$ cat src/rtl/regfile_bist_if.sv
// rtl/regfile_bist_if.sv - register-file write/read port bundle between the BIST and the register file
interface regfile_bist_if #(
  parameter int DATA_WIDTH = 32,
  parameter int ADDR_WIDTH = 5
);
  logic                  write;
  logic [ADDR_WIDTH-1:0] write_sel;
  logic [DATA_WIDTH-1:0] write_data;
  logic [ADDR_WIDTH-1:0] read_sel1;
  logic [ADDR_WIDTH-1:0] read_sel2;
  logic [DATA_WIDTH-1:0] read_data1;
  logic [DATA_WIDTH-1:0] read_data2;

  modport master (
    output write, write_sel, write_data, read_sel1, read_sel2,
    input  read_data1, read_data2
  );

  modport slave (
    input  write, write_sel, write_data, read_sel1, read_sel2,
    output read_data1, read_data2
  );
endinterface

$ cat src/rtl/regfile_bist.sv
// rtl/regfile_bist.sv - register-file BIST: two complementary pattern passes, dual-port readback
module regfile_bist #(
  parameter int DATA_WIDTH         = 32,
  parameter int ADDR_WIDTH         = 5,
  parameter bit ZERO_REG_HARDWIRED = 1'b1
) (
  input  logic                  i_clock,
  input  logic                  i_reset,
  input  logic                  i_start,
  output logic                  o_busy,
  output logic                  o_done,
  output logic                  o_pass,
  output logic [ADDR_WIDTH+1:0] o_fail_count,
  output logic [ADDR_WIDTH-1:0] o_first_fail_sel,
  regfile_bist_if.master        rf
);

  localparam int FW = ADDR_WIDTH + 2;
  localparam logic [ADDR_WIDTH-1:0] ADDR_MAX = '1;

  typedef enum logic [1:0] {S_IDLE, S_WRITE, S_READ, S_DONE} state_t;

  state_t                r_state;
  logic                  r_phase;
  logic [ADDR_WIDTH-1:0] r_addr;
  logic                  r_first_seen;
  logic                  r_busy;
  logic                  r_done;
  logic                  r_pass;
  logic [FW-1:0]         r_fail_count;
  logic [ADDR_WIDTH-1:0] r_first_fail_sel;
  logic                  r_write;
  logic [ADDR_WIDTH-1:0] r_write_sel;
  logic [DATA_WIDTH-1:0] r_write_data;
  logic [ADDR_WIDTH-1:0] r_read_sel;

  logic [ADDR_WIDTH-1:0] w_addr_next;
  logic [DATA_WIDTH-1:0] w_expected;
  logic                  w_miss1;
  logic                  w_miss2;
  logic [1:0]            w_inc;
  logic [FW:0]           w_sum;
  logic [FW-1:0]         w_fail_next;

  function automatic logic [DATA_WIDTH-1:0] pattern(input logic [ADDR_WIDTH-1:0] a, input logic p);
    logic [DATA_WIDTH-1:0] base;
    base = DATA_WIDTH'(32'h5A5A_5A00) ^ DATA_WIDTH'(a);
    return p ? ~base : base;
  endfunction

  assign w_addr_next = r_addr + 1'b1;

  // Register 0 of a hardwired file always reads zero, though the pattern is still written to it.
  assign w_expected  = (ZERO_REG_HARDWIRED && (r_addr == '0)) ? '0 : pattern(r_addr, r_phase);
  assign w_miss1     = (rf.read_data1 != w_expected);
  assign w_miss2     = (rf.read_data2 != w_expected);
  assign w_inc       = {1'b0, w_miss1} + {1'b0, w_miss2};
  assign w_sum       = {1'b0, r_fail_count} + (FW+1)'(w_inc);
  assign w_fail_next = w_sum[FW] ? '1 : w_sum[FW-1:0];

  always_ff @(posedge i_clock) begin
    if (i_reset) begin
      r_state          <= S_IDLE;
      r_phase          <= 1'b0;
      r_addr           <= '0;
      r_first_seen     <= 1'b0;
      r_busy           <= 1'b0;
      r_done           <= 1'b0;
      r_pass           <= 1'b0;
      r_fail_count     <= '0;
      r_first_fail_sel <= '0;
      r_write          <= 1'b0;
      r_write_sel      <= '0;
      r_write_data     <= '0;
      r_read_sel       <= '0;
    end else begin
      case (r_state)
        S_IDLE, S_DONE: begin
          if (i_start) begin
            r_state          <= S_WRITE;
            r_phase          <= 1'b0;
            r_addr           <= '0;
            r_first_seen     <= 1'b0;
            r_busy           <= 1'b1;
            r_done           <= 1'b0;
            r_pass           <= 1'b0;
            r_fail_count     <= '0;
            r_first_fail_sel <= '0;
            r_write          <= 1'b1;
            r_write_sel      <= '0;
            r_write_data     <= pattern('0, 1'b0);
          end
        end
        S_WRITE: begin
          if (r_addr == ADDR_MAX) begin
            r_state      <= S_READ;
            r_addr       <= '0;
            r_write      <= 1'b0;
            r_write_sel  <= '0;
            r_write_data <= '0;
            r_read_sel   <= '0;
          end else begin
            r_addr       <= w_addr_next;
            r_write_sel  <= w_addr_next;
            r_write_data <= pattern(w_addr_next, r_phase);
          end
        end
        S_READ: begin
          r_fail_count <= w_fail_next;
          if ((w_inc != 2'd0) && !r_first_seen) begin
            r_first_seen     <= 1'b1;
            r_first_fail_sel <= r_addr;
          end
          if (r_addr == ADDR_MAX) begin
            r_addr     <= '0;
            r_read_sel <= '0;
            if (!r_phase) begin
              r_state      <= S_WRITE;
              r_phase      <= 1'b1;
              r_write      <= 1'b1;
              r_write_sel  <= '0;
              r_write_data <= pattern('0, 1'b1);
            end else begin
              r_state <= S_DONE;
              r_busy  <= 1'b0;
              r_done  <= 1'b1;
              r_pass  <= (w_fail_next == '0);
            end
          end else begin
            r_addr     <= w_addr_next;
            r_read_sel <= w_addr_next;
          end
        end
        default: r_state <= S_IDLE;
      endcase
    end
  end

  assign o_busy           = r_busy;
  assign o_done           = r_done;
  assign o_pass           = r_pass;
  assign o_fail_count     = r_fail_count;
  assign o_first_fail_sel = r_first_fail_sel;
  assign rf.write         = r_write;
  assign rf.write_sel     = r_write_sel;
  assign rf.write_data    = r_write_data;
  assign rf.read_sel1     = r_read_sel;
  assign rf.read_sel2     = r_read_sel;

endmodule

$ cat src/flat_wrapper.sv
// flat-port wrapper written by rule: the top's interface ports become plain ports
module regfile_bist_flat 
#(
  parameter int DATA_WIDTH         = 32,
  parameter int ADDR_WIDTH         = 5,
  parameter bit ZERO_REG_HARDWIRED = 1'b1
)
  (i_clock, i_reset, i_start, o_busy, o_done, o_pass, o_fail_count, o_first_fail_sel, rf_write, rf_write_sel, rf_write_data, rf_read_sel1, rf_read_sel2, rf_read_data1, rf_read_data2);
  regfile_bist_if #(.DATA_WIDTH(DATA_WIDTH), .ADDR_WIDTH(ADDR_WIDTH)) rf_i ();
  input  logic i_clock;
  input  logic i_reset;
  input  logic i_start;
  output logic o_busy;
  output logic o_done;
  output logic o_pass;
  output logic [ADDR_WIDTH+1:0] o_fail_count;
  output logic [ADDR_WIDTH-1:0] o_first_fail_sel;
  output wire logic [$bits(rf_i.write)-1:0] rf_write;
  output wire logic [$bits(rf_i.write_sel)-1:0] rf_write_sel;
  output wire logic [$bits(rf_i.write_data)-1:0] rf_write_data;
  output wire logic [$bits(rf_i.read_sel1)-1:0] rf_read_sel1;
  output wire logic [$bits(rf_i.read_sel2)-1:0] rf_read_sel2;
  input wire logic [$bits(rf_i.read_data1)-1:0] rf_read_data1;
  input wire logic [$bits(rf_i.read_data2)-1:0] rf_read_data2;
  assign rf_write = rf_i.write;
  assign rf_write_sel = rf_i.write_sel;
  assign rf_write_data = rf_i.write_data;
  assign rf_read_sel1 = rf_i.read_sel1;
  assign rf_read_sel2 = rf_i.read_sel2;
  assign rf_i.read_data1 = rf_read_data1;
  assign rf_i.read_data2 = rf_read_data2;
  regfile_bist #(.DATA_WIDTH(DATA_WIDTH), .ADDR_WIDTH(ADDR_WIDTH), .ZERO_REG_HARDWIRED(ZERO_REG_HARDWIRED)) u_core (.i_clock(i_clock), .i_reset(i_reset), .i_start(i_start), .o_busy(o_busy), .o_done(o_done), .o_pass(o_pass), .o_fail_count(o_fail_count), .o_first_fail_sel(o_first_fail_sel), .rf(rf_i));
endmodule
$ cat config.mk
export PLATFORM = sky130hd
export DESIGN_NAME = regfile_bist_flat
export DESIGN_NICKNAME = d
export VERILOG_FILES = /design/src/rtl/regfile_bist_if.sv /design/src/rtl/regfile_bist.sv /design/src/flat_wrapper.sv
export SDC_FILE = /design/constraint.sdc
export NUM_CORES = 1
export LEC_CHECK = 0
export CORE_ASPECT_RATIO = 0.9
export CORE_MARGIN = 2
export CORE_UTILIZATION = 46
export CTS_CLUSTER_DIAMETER = 40
export DETAILED_ROUTE_END_ITERATION = 10
export PLACE_DENSITY_LB_ADDON = 0.15
export SYNTH_ARGS = -nofsm -noshare
export SYNTH_HDL_FRONTEND = slang
export SYNTH_SLANG_ARGS = --single-unit
$ cat constraint.sdc
create_clock -name i_clock -period 11.5 [get_ports i_clock]
set_clock_uncertainty 0.05 [all_clocks]
set_input_delay 2.3 -clock i_clock [delete_from_list [all_inputs] [get_ports i_clock]]
set_output_delay 2.3 -clock i_clock [all_outputs]
set_load 0.02 [all_outputs]
# Word level (Yosys, flattened, before mapping)
# Index checks and enable logic that the tools add are counted.
word_totals:
  reg_bits: 67
  input_bits: 67
op_classes:
  n_addsub: 3
  eq_ne: 12
  muxes: 45
  bitwise: 2
  n_reduce_logical: 18
ops:
  columns: ["operator", "count"]
  rows:
  - ["$mux 32", 7]
  - ["$pmux 32 s3", 1]
  - ["$ne 32x32->1", 2]
  - ["$not 31->32", 2]
  - ["$mux 5", 6]
  - ["$pmux 5 s2", 3]
  - ["$pmux 5 s3", 1]
  - ["$mux 7", 2]
  - ["$pmux 7 s2", 1]
  - ["$mux 1", 13]
  - ["$reduce_and 3->1", 4]
  - ["$pmux 1 s2", 5]
  - ["$add 7x2->8", 1]
  - ["$mux 2", 4]
  - ["$ne 2x1->1 const B", 4]
  - ["$reduce_and 4->1", 2]
  - ["$logic_not 7->1", 1]
  - ["$pmux 2 s3", 1]
  - ["$reduce_bool 2->1", 3]
  - ["$add 5x1->5 const B", 1]
  - ["$eq 5x5->1 const B", 1]
  - ["$logic_not 5->1", 1]
  - ["$eq 2x2->1 const B", 2]
  - ["$ne 2x2->1 const B", 2]
  - ["8 further kinds", 10]

# Logic depth before layout (Yosys ltp)
logic_depth:
  word_depth: 11
  mapped_depth: 17

# Worst setup path after synthesis
# Ideal clock, no wire load.
synth_path:
  path_type: "input -> register"
  startpoint: "in rf_read_data2[25]"
  endpoint: "reg u_core.r_fail_count[4], in the netlist u_core.o_fail_count[4]"
  setup_ns: 0.132
  t_arrival_ns: 5.093
  required_ns: 11.318
  slack_ns: 6.224
  path_stages: 12
  path_buffers: 0
  path_cell_list: "or4_1 nor3b_1 a31oi_1 o32a_1 or4_1 ha_1 ha_1 a21oi_1 and4b_1 and3_1 o21ai_0 a21oi_1"
synth_via:
  elab_chain_cells: 5
synth_rtl:
  columns: ["element", "line", "rtl"]
  rows:
  - ["from (decl)", "flat_wrapper.sv:24", "input wire logic [$bits(rf_i.read_data2)-1:0] rf_read_data2;"]
  - ["$ne 32x32->1", "regfile_bist.sv:56", "assign w_miss2 = (rf.read_data2 != w_expected);"]
  - ["$add 1x1->2", "regfile_bist.sv:57", "assign w_inc = {1'b0, w_miss1} + {1'b0, w_miss2};"]
  - ["$add 7x2->8", "regfile_bist.sv:58", "assign w_sum = {1'b0, r_fail_count} + (FW+1)'(w_inc);"]
  - ["$mux 7", "regfile_bist.sv:59", "assign w_fail_next = w_sum[FW] ? '1 : w_sum[FW-1:0];"]
  - ["$pmux 7 s2", "regfile_bist.sv:77", "case (r_state)"]
  - ["to (signal assigned)", "regfile_bist.sv:109", "r_fail_count <= w_fail_next;"]
  - ["to (decl)", "regfile_bist.sv:30", "logic [FW-1:0] r_fail_count;"]
# Every way passes these cells.
# A chain may end at the register's enable or synchronous reset.

# Worst setup path after layout
# Ends and elaborated chain as after synthesis.

==> flow_results.org <==
** Run status
- Result of the run :: complete, no violations

** Global route
- Number of global-route vias before repair :: ~2,900
- For this run the aggregate overflow at the end of global routing stands at 0.
- Met3 track demand over resource in global routing :: about 3.3%
- Fraction of met1 tracks used by global routing :: 32.5%
- The initial antenna violation count was 0.
- The first global-routing pass estimated 13,400 µm of wire.
- Combined global-route utilization of all metal layers :: 23.2%
- Pin count of the biggest net entering global routing :: 44
- Most heavily used metal layer in global routing :: met2
- Global routing met2 resource utilization :: 37.5%

** Cells and area
- # diodes :: 0
- Count of fill cells added during filler insertion :: around 530
- Compared with the post-synthesis result, the final layout area differs by 38.7%.
- Of the cells placed in the final design, the portion with a size suffix greater than 1 is 2.47%.
- Leaving out fill and tap cells, the most frequent cell in the layout is clkdlybuf4s50_1.
- Leaving out fill and tap cells, the most frequent cells in the layout are 129 x clkdlybuf4s50_1, 42 x nor2_1, 42 x dfxtp_1, 38 x a21oi_1, 22 x nand2_1.
- Area taken by multi-input logic gates :: about 0.0018 mm²
- In the final layout, flip-flops and latches occupy around 840 µm².
- At the end of the flow, the number of nets in the layout was 562.

** CTS
- Buffer levels on the longest clock path :: 2
- CTS H-Tree Depth :: 2
- In this run, post-CTS hold repair placed 0 buffers.
- The number of setup buffers added after CTS is 0.
- After clock tree synthesis, the clock-pin slew on the worst setup and hold paths is 80 ps.
- CTS Buf Count :: 5
- Master cell of the clock root buffer :: clkbuf_8
- Total clock sinks :: 42
- Gates resized during post-CTS repair numbered 0.
- The clock reaches the later pin of the worst-skew pair after around 300 ps.
- TritonCTS clock tree :: built

** Worst setup path
- CP startpoint kind :: input pin
- STA puts the critical path data arrival time at 5800 ps.
- Required time of the critical path :: 11,630 ps
- Of all nets on the critical path, the largest fanout is 4.
- Kind of critical path :: in2reg
- The worst setup path is captured at a flip-flop.
- Reg2reg path depth :: 14

** Logic synthesis
- After synthesis, the netlist uses 53 different library cells.
- Synthesis produced 399 cells.
- Among all flip-flop cells after synthesis, the most frequent one is dfxtp_1.
- Register bit total from synthesis :: between 40 and 50
- Netlist area before placement :: 0.00302 mm²
- For this run, asynchronously set or reset flops after synthesis account for 0%.
- Mapped Avg Cell Area :: 7.57 µm²
- Yosys printed 0 warnings.
- After synthesis, flip-flops and latches occupy 27.8% of the total area.
- When the netlist entered floorplanning its net count stood at roughly 480.
- EDFF count, synth :: 0

** Route
- Drt total wl :: between 8000 and 9000 µm
- In this run the remaining antenna-violating nets after routing total 0.
- In the routed design, unresolved DRC markers number 0.
- DRT iter0 DRCs :: 204
- The pre-antenna-repair detailed-routing pass consisted of 4 iterations.
- For this block, the via count after detailed routing is 3,217.
- Wirelength per Cell :: about 15 µm
- Using the TritonRoute via totals, the vias-per-cell ratio works out to 5.62.

** Place
- Routability congestion estimate from global placement :: about 0.9
- Post-Place Setup Slack :: 5580 ps
- Input and output buffers added on the ports amount to between 100 and 150.
- Placed wire-length estimate :: 6320 µm

** Floorplan
- The die is 89.4 µm wide.
- The die covers 0.00723 mm².
- The floorplan step defined a core boundary enclosing between 0.006 and 0.007 mm².
- Core Rows :: 27
- 130 I/O pins were placed.
- Starting Density :: 48.3%
- Measured along the y axis, the die boundary spans 80.9 µm.

** Timing
- Static timing analysis puts the maximum clock frequency at approximately 0.18 GHz.
- The number of slew-limit violations in the final report was 0.
- For the finished layout, the period the worst path requires is 5670 ps.
- In the post-route analysis, the smallest setup slack over all paths is 5830 ps.
- At the pin with the least slew margin, the transition time is between 1000 and 1500 ps.
- In the final timing run, aggregate negative setup slack is 0 ps.
- Setup violations remaining at the end of the flow were counted as 0.
- RSZ-0062 raised after global routing :: no
- The total count of hold-check failures in the final report is 0.
- Headroom to the max-slew limit came out at 19.1%.
- In the finished design, the share of the clock period the worst path needs comes to 49.3%.

** Run
- Across the run, the number of max-cap violations was 0.

** Hold path
- The worst hold path passes through 2 cells.
- The min-delay analysis places its worst path in the category reg2reg.

** Power
- Max VDD drop :: ~69 µV
- LEAKAGE :: 0.00144 µW
- In this run the power density over the cells is around 85 mW/mm².
## synth_stat cells (3+ instances only)
cell,n,area (µm²)
a21oi_1,38,190
a21o_1,3,22.5
o211ai_1,5,37.5
nand2_1,22,82.6
nor2b_1,6,37.5
buf_6,3,33.8
nor3_1,19,95.1
inv_1,15,56.3
nor2_1,42,158
buf_1,3,11.3
nand2b_1,9,56.3
nor4_1,16,100
dfxtp_1,42,841
a2bb2oi_1,3,26.3
ha_1,10,125
clkbuf_1,14,52.6
or4_1,4,30.0
buf_2,3,15.0
nand4_1,12,75.1
buf_4,30,225
o21ai_0,20,100
a31oi_1,3,18.8
xor2_1,5,43.8
xnor2_1,7,61.3
a22oi_1,11,82.6
a221oi_1,3,26.3
and3_1,4,25.0
nand3_1,13,65.1
## per-layer routing
| metal | wire, µm | part of all wire (%) |
|---|---|---|
| met1 | 3730 | 44 |
| met2 | 4050 | 48 |
| met3 | 571 | 6.7 |
| met5 | 0 | 0 |
| met4 | 121 | 1.4 |
## final cells by class
cell class	instances	area share (%)
multi-input combinational	289	42.6
timing repair buffer	131	31.2
sequential	42	20.1
tap	87	2.60
clock buffer	7	2.06
inverter	15	1.34
clock inverter	1	0.119
## path summary, 6_finish.rpt
check                    startpoint  slack [ps]                     end
min          u_core.rf.write_sel[2]         410  u_core.rf.write_sel[2]
max               rf_read_data2[25]        5830  u_core.o_fail_count[4]
max reg2reg        u_core.r_addr[0]        6990  u_core.o_fail_count[4]
min reg2reg  u_core.rf.write_sel[2]         410  u_core.rf.write_sel[2]
## state kept, by name, indices dropped and copies added (netlist names)
register,flops
u_core.r_state,2
u_core.rf.write,1
u_core.rf.write_data,7
u_core.o_fail_count,7
u_core.o_done,1
u_core.rf.write_sel,5
u_core.o_busy,1
u_core.o_pass,1
u_core.r_phase,1
u_core.r_first_seen,1
u_core.o_first_fail_sel,5
u_core.rf.read_sel1,5
u_core.r_addr,5
## critical path: stages
cell and delay, ps:
clkdlybuf4s50_1 400, or4_1 550, nor3b_1 240, a31oi_1 110, o32a_1 200, or4_1 500, ha_1 240, ha_1 270
a21oi_1 220, and4b_1 270, and3_1 220, o21ai_0 200, a21oi_1 90
## kinds of logic after synthesis
logic type,synth area share (%)
DFF,27.8
and+or+nand+nor,29.0
buffers and inverters,13.0
xor gates and xnor gates,4.23
muxes,0.663
adders and majority gates,4.81
AOI/OAI and AO/OA,20.4
## where the power goes
group / internal [µW] / total [µW] / switching, µW
clock network: 48.5 / 102 / 53.3
logic: 49.3 / 101 / 52.1
registers: 149 / 154 / 4.95
total: 246 / 357 / 110
## through the flow
stage,util (%),std cells,instance area (µm²),hold WS [ps],power (µW)
after global placement,65.6,564,4100,395,255
final,67.0,572,4190,415,357
after CTS,67.0,572,4190,416,356
after global routing,67.0,572,4190,449,371
after floorplan,-,399,3020,416,215
after detailed placement,65.6,564,4100,405,258
(Power assumes the default switching activity.)
